==> src/rtl/regfile_dump_tx.sv <==
// Walks the register file debug port and sends each 32-bit word as UART 8N1 bytes, LSB byte first; start is ignored while busy.
// Optional REG_DUMP_HEADER_EN: each word is preceded by a {3'b000, index} header frame.
module regfile_dump_tx #(
    parameter int CLKS_PER_BIT = 434,
    parameter int NUM_REGS     = 32
) (
    input  logic        clock,
    input  logic        reset,
    input  logic        start,
    output logic [4:0]  dbg_addr,
    input  logic [31:0] dbg_data,
    output logic        tx,
    output logic        busy,
    output logic        done
);
    localparam int BAUD_W = (CLKS_PER_BIT > 1) ? $clog2(CLKS_PER_BIT) : 1;
    localparam logic [BAUD_W-1:0] BAUD_LAST = BAUD_W'(CLKS_PER_BIT - 1);
    localparam logic [4:0] LAST_REG = 5'(NUM_REGS - 1);
`ifdef REG_DUMP_HEADER_EN
    localparam logic [2:0] LAST_BYTE = 3'd4;
`else
    localparam logic [2:0] LAST_BYTE = 3'd3;
`endif

    typedef enum logic [2:0] {
        IDLE, ADDR, WAIT, LOAD, START_BIT, DATA_BITS, STOP_BIT, NEXT
    } state_t;

    state_t            state, state_nx;
    logic [4:0]        reg_idx, reg_idx_nx, dbg_addr_nx;
    logic [31:0]       word, word_nx;
    logic [2:0]        byte_cnt, byte_cnt_nx, bit_cnt, bit_cnt_nx;
    logic [BAUD_W-1:0] baud, baud_nx;
    logic              tx_nx, busy_nx, done_nx, baud_end;
    logic [7:0]        cur_byte;

    always_ff @(posedge clock or posedge reset) begin
        if (reset) begin
            state    <= IDLE;
            reg_idx  <= '0;
            dbg_addr <= '0;
            word     <= '0;
            byte_cnt <= '0;
            bit_cnt  <= '0;
            baud     <= '0;
            tx       <= 1'b1;
            busy     <= 1'b0;
            done     <= 1'b0;
        end else begin
            state    <= state_nx;
            reg_idx  <= reg_idx_nx;
            dbg_addr <= dbg_addr_nx;
            word     <= word_nx;
            byte_cnt <= byte_cnt_nx;
            bit_cnt  <= bit_cnt_nx;
            baud     <= baud_nx;
            tx       <= tx_nx;
            busy     <= busy_nx;
            done     <= done_nx;
        end
    end

    always_comb begin
        state_nx    = state;
        reg_idx_nx  = reg_idx;
        dbg_addr_nx = dbg_addr;
        word_nx     = word;
        byte_cnt_nx = byte_cnt;
        bit_cnt_nx  = bit_cnt;
        baud_nx     = baud;
        busy_nx     = busy;
        baud_end    = (baud == BAUD_LAST);

        case (state)
            IDLE: begin
                if (start) begin
                    reg_idx_nx  = '0;
                    dbg_addr_nx = '0;
                    busy_nx     = 1'b1;
                    state_nx    = ADDR;
                end
            end
            ADDR: begin
                dbg_addr_nx = reg_idx;
                state_nx    = WAIT;
            end
            WAIT: state_nx = LOAD;
            LOAD: begin
                word_nx     = dbg_data;
                byte_cnt_nx = '0;
                baud_nx     = '0;
                state_nx    = START_BIT;
            end
            START_BIT: begin
                baud_nx = baud_end ? '0 : baud + 1'b1;
                if (baud_end) begin
                    bit_cnt_nx = '0;
                    state_nx   = DATA_BITS;
                end
            end
            DATA_BITS: begin
                baud_nx = baud_end ? '0 : baud + 1'b1;
                if (baud_end) begin
                    bit_cnt_nx = bit_cnt + 3'd1;
                    if (bit_cnt == 3'd7) state_nx = STOP_BIT;
                end
            end
            STOP_BIT: begin
                baud_nx = baud_end ? '0 : baud + 1'b1;
                if (baud_end) begin
                    if (byte_cnt != LAST_BYTE) begin
                        byte_cnt_nx = byte_cnt + 3'd1;
`ifdef REG_DUMP_HEADER_EN
                        // the header frame does not consume the captured word
                        if (byte_cnt != 3'd0) word_nx = word >> 8;
`else
                        word_nx = word >> 8;
`endif
                        state_nx = START_BIT;
                    end else begin
                        state_nx = NEXT;
                    end
                end
            end
            NEXT: begin
                if (reg_idx == LAST_REG) begin
                    busy_nx     = 1'b0;
                    dbg_addr_nx = '0;
                    state_nx    = IDLE;
                end else begin
                    reg_idx_nx  = reg_idx + 5'd1;
                    dbg_addr_nx = reg_idx + 5'd1;
                    state_nx    = ADDR;
                end
            end
            default: state_nx = IDLE;
        endcase

        // tx and done are registered from next-state values so they line up with the state they belong to
        done_nx = (state_nx == NEXT) && (reg_idx == LAST_REG);
`ifdef REG_DUMP_HEADER_EN
        cur_byte = (byte_cnt_nx == 3'd0) ? {3'b000, reg_idx_nx} : word_nx[7:0];
`else
        cur_byte = word_nx[7:0];
`endif
        case (state_nx)
            START_BIT: tx_nx = 1'b0;
            DATA_BITS: tx_nx = cur_byte[bit_cnt_nx];
            default:   tx_nx = 1'b1;
        endcase
    end
endmodule

==> config.mk <==
export PLATFORM = sky130hd
export DESIGN_NAME = regfile_dump_tx
export DESIGN_NICKNAME = d
export VERILOG_FILES = /design/src/rtl/regfile_dump_tx.sv
export SDC_FILE = /design/constraint.sdc
export NUM_CORES = 1
export LEC_CHECK = 0
export CAP_MARGIN = 20
export CORE_MARGIN = 3
export CORE_UTILIZATION = 45
export CTS_CLUSTER_DIAMETER = 200
export DETAILED_ROUTE_END_ITERATION = 16
export GPL_TIMING_DRIVEN = 0
export MAX_ROUTING_LAYER = met4
export PLACE_DENSITY = 0.7
export SLEW_MARGIN = 20
export SYNTH_ARGS = -nofsm -noshare
export SYNTH_HDL_FRONTEND = slang
export SYNTH_SLANG_ARGS = --single-unit
==> constraint.sdc <==
create_clock -name clock -period 2.3 [get_ports clock]
set_input_delay 0.23 -clock clock [delete_from_list [all_inputs] [get_ports clock]]
set_output_delay 0.23 -clock clock [all_outputs]
set_load 0.01 [all_outputs]
==> results.py <==
metrics = {
    "run": {
        "maxCapViolCount": 0,
    },
    "sta": {
        "maxSlewViolCount": 0,
        "finalSetupViolations": 1,
        "setup_ws_ns": -0.1514,
        "clock_skew_ns": 0.01088,
        "min_period_over_period_pct": 106.6,
        "worst_pin_slew_ns": 0.6079,
        "rsz0062_at_grt": "yes",
        "min_period_ns": 2.451,
        "max_slew_margin_pct": 59.18,
        "final_hold_viol_count": 0,
        "max_freq_mhz": 407.9,
    },
    "routing": {
        "postRouteAntennaNets": 0,
        "viasPerCell": 5.400,
        "drt_wl_total_um": 7700,
        "routedWlPerCell_um": 15.19,
        "drtIter0Drc": 146,
        "vias": 2738,
        "route.detailed.drc": 0,
        "dr.pass1.iters": 4,
    },
    "logic_synthesis": {
        "async_flop_share_pct": 100.0,
        "yosysWarnings": 0,
        "synth_ff_type": "dfrtp_1",
        "avgSynthCellArea_um2": 9.380,
        "synth_area_um2": 3152,
        "synthCells": 336,
        "synth_edf_count": 0,
        "ys_seq_area_share_pct": 50.06,
        "ys_ff_latch": 63,
        "syn_nets": 380,
        "yosysUniqueCellTypes": 53,
    },
    "clock_tree": {
        "cts-root-buf": "clkbuf_8",
        "ctsHoldBuffers": 0,
        "clock-sinks": 63,
        "cts_tree": "yes",
        "clk_path_buf_depth": 2,
        "h-tree-depth": 3,
        "cts.clk_slew.worst_paths_ns": 0.07,
        "cts_buffers": 9,
        "clkLatencyLatePin_ns": 0.34,
    },
    "critical_path": {
        "cp-end-kind": "register",
        "worstPathArrival_ns": 2.70,
        "worstSetupPathType": "register to register",
        "timing.reg2reg.setup_slack_ns": -0.15,
        "reg2reg_depth": 8,
        "slowest_stage": "dfrtp_1",
        "cp-start-kind": "register",
        "crit_chain": "nand4bb_4 -> buf_12 -> nor4_4 -> nor2_1 -> or3b_1 -> o2111a_2 -> nor4_4 -> o21ai_1",
        "crit_path_max_fanout": 5,
        "reg2reg_to": "tx",
        "cpPeakStageDelay_ns": 0.42,
        "reg2reg_from": "baud[3]",
        "cp_data_required_time_ns": 2.55,
        "crit_top_cell": "nor4_4",
    },
    "placement": {
        "hpwl_um": 4997,
        "place_congestion": 0.7993,
        "port-buffer-count": 42,
        "dpl.cell_count": 472,
    },
    "die": {
        "fp-row-count": 29,
        "io_pins": 43,
        "die_area_um2": 8044,
        "core_area_um2": 6568,
        "initial_core_util_pct": 47.99,
        "die_w_um": 89.69,
        "die_y_um": 89.69,
    },
    "grt": {
        "grt_pass1_vias": 2557,
        "grt_pass1_wl_um": 11990,
        "overflow": 0,
        "antenna_found_initial": 0,
        "grt_max_degree": 33,
        "grt_util_all_layers_pct": 20.04,
    },
    "run_status": {
        "status": "finished with violations",
        "violations": "negative setup slack",
    },
    "power_and_ir_drop": {
        "total_power_uw": 2379,
        "max-vdd-ir-drop_mv": 0.3869,
        "powerDensity_nw_per_um2": 558.3,
        "power.leakage_uw": 0.001855,
    },
    "layout": {
        "area_delta_synth_final_pct": 35.21,
        "nets": 453,
        "final_layout_size_suffix_gt1_share_pct": 17.87,
        "fin_cells": 507,
        "n_antenna_cell": 0,
    },
    "hold_path": {
        "hold_class": "primary input to asynchronous set/reset pin",
    },
}
cells in the final DEF, fill, tap and decap left out, types with 6 or more instances in the layout:
cell             Yosys  routed
clkdlybuf4s50_1      0      42
ha_1                 9       6
clkbuf_8             0      10
nor2_1              14      12
nand2_1             88      88
dfrtp_1             62      61
a22oi_1             25      21
buf_4                0      18
o21ai_0             38      37
clkbuf_1             9       9
inv_1                9       6
nand3_1             11      11
through the flow:
stage          setup WS [ns]  setup TNS [ns]  hold slack, ns  utilization, %  cell area (µm²)
2_1_floorplan        0.05429               0          0.3468               -             3154
3_3_place_gp         -0.6358          -39.61          0.4559           56.20             3691
3_5_place_dp         -0.3120         -0.7546          0.4611           56.54             3714
4_1_cts             -0.06338        -0.06338          0.2503           62.20             4085
5_1_grt              -0.2310         -0.2766          0.2744           64.89             4262
6_report             -0.1514         -0.1514          0.2332           64.89             4262
power by group:
part	internal [µW]	total, µW	switching (µW)
Sequential	1140	1150	15.5
Clock	645	1110	460
Combinational	69.2	123	53.8
cell usage after synthesis (all sizes together), types with 3 or more instances:
cell | n | area share (%)
dfrtp | 62 | 49
and3 | 3 | 0.60
nand3 | 11 | 1.7
o21ai | 40 | 6.4
inv | 10 | 1.2
buf | 6 | 1.1
nor2 | 14 | 1.7
a311oi | 3 | 0.83
nor4 | 4 | 1.9
clkbuf | 9 | 1.1
a22oi | 25 | 6.0
a21oi | 6 | 1.3
nand2 | 88 | 10
o31ai | 3 | 0.71
nand2b | 3 | 0.60
nor3b | 3 | 0.71
nand4 | 3 | 0.60
ha | 9 | 3.6
layer usage:
metal	vias up	GRT usage, %	routed length [µm]
met4	0	8.390	185
met3	13	3.558	308
met1	1323	27.78	3642
li1	1339	-	-
met2	63	28.92	3563
met5	-	-	0
sequential cells by signal, indices dropped and copies added, names as in the netlist:
name	flops
done	1
byte_cnt	3
state	3
tx	1
word	32
baud	9
bit_cnt	3
busy	1
dbg_addr	5
reg_idx	5
kinds of logic after synthesis:
kind of cell	after synthesis	share of synthesized area, %
adders and majority gates	9	3.573
and+or+nand+nor	144	22.95
xor gates and xnor gates	3	0.8338
muxes	1	0.4762
DFF	63	50.06
buffers and inverters	26	3.493
AOI/OAI and AO/OA	90	18.62
repair_timing:
action / 4_1_cts / 5_1_grt
setup buffers: 12 / 8
hold endpoints to repair: 0 / 0
pin swaps: 13 / 10
setup endpoints to repair: 11 / 4
resized for setup: 11 / 18
area by class of cell:
cell class	count	area [µm²]
multi-input combinational	247	1609
timing repair buffer	63	615.6
inverter	11	47.55
fill	529	2306
clock buffer	10	137.6
tap	93	116.4
buffer	14	62.56
sequential	63	1579
clock inverter	6	93.84
how the worst max path moves through the flow:
stage                     cells after the start  endpoint   startpoint
after floorplan                              12        tx      baud[1]
after global placement                        2   word[2]        reset
after detailed placement                      9        tx  byte_cnt[0]
after CTS                                    11        tx      baud[1]
after global routing                         10        tx      baud[1]
final                                         8        tx      baud[3]
critical path, delay by kind of cell, from the launching register on:
| family | cells | cell delay [ns] |
|---|---|---|
| AND/OR/NAND/NOR | 5 | 1.44 |
| buffers and inverters | 1 | 0.18 |
| flip-flops | 1 | 0.42 |
| AO/OA/AOI/OAI | 2 | 0.33 |
Power figures use the tool's default switching activity.
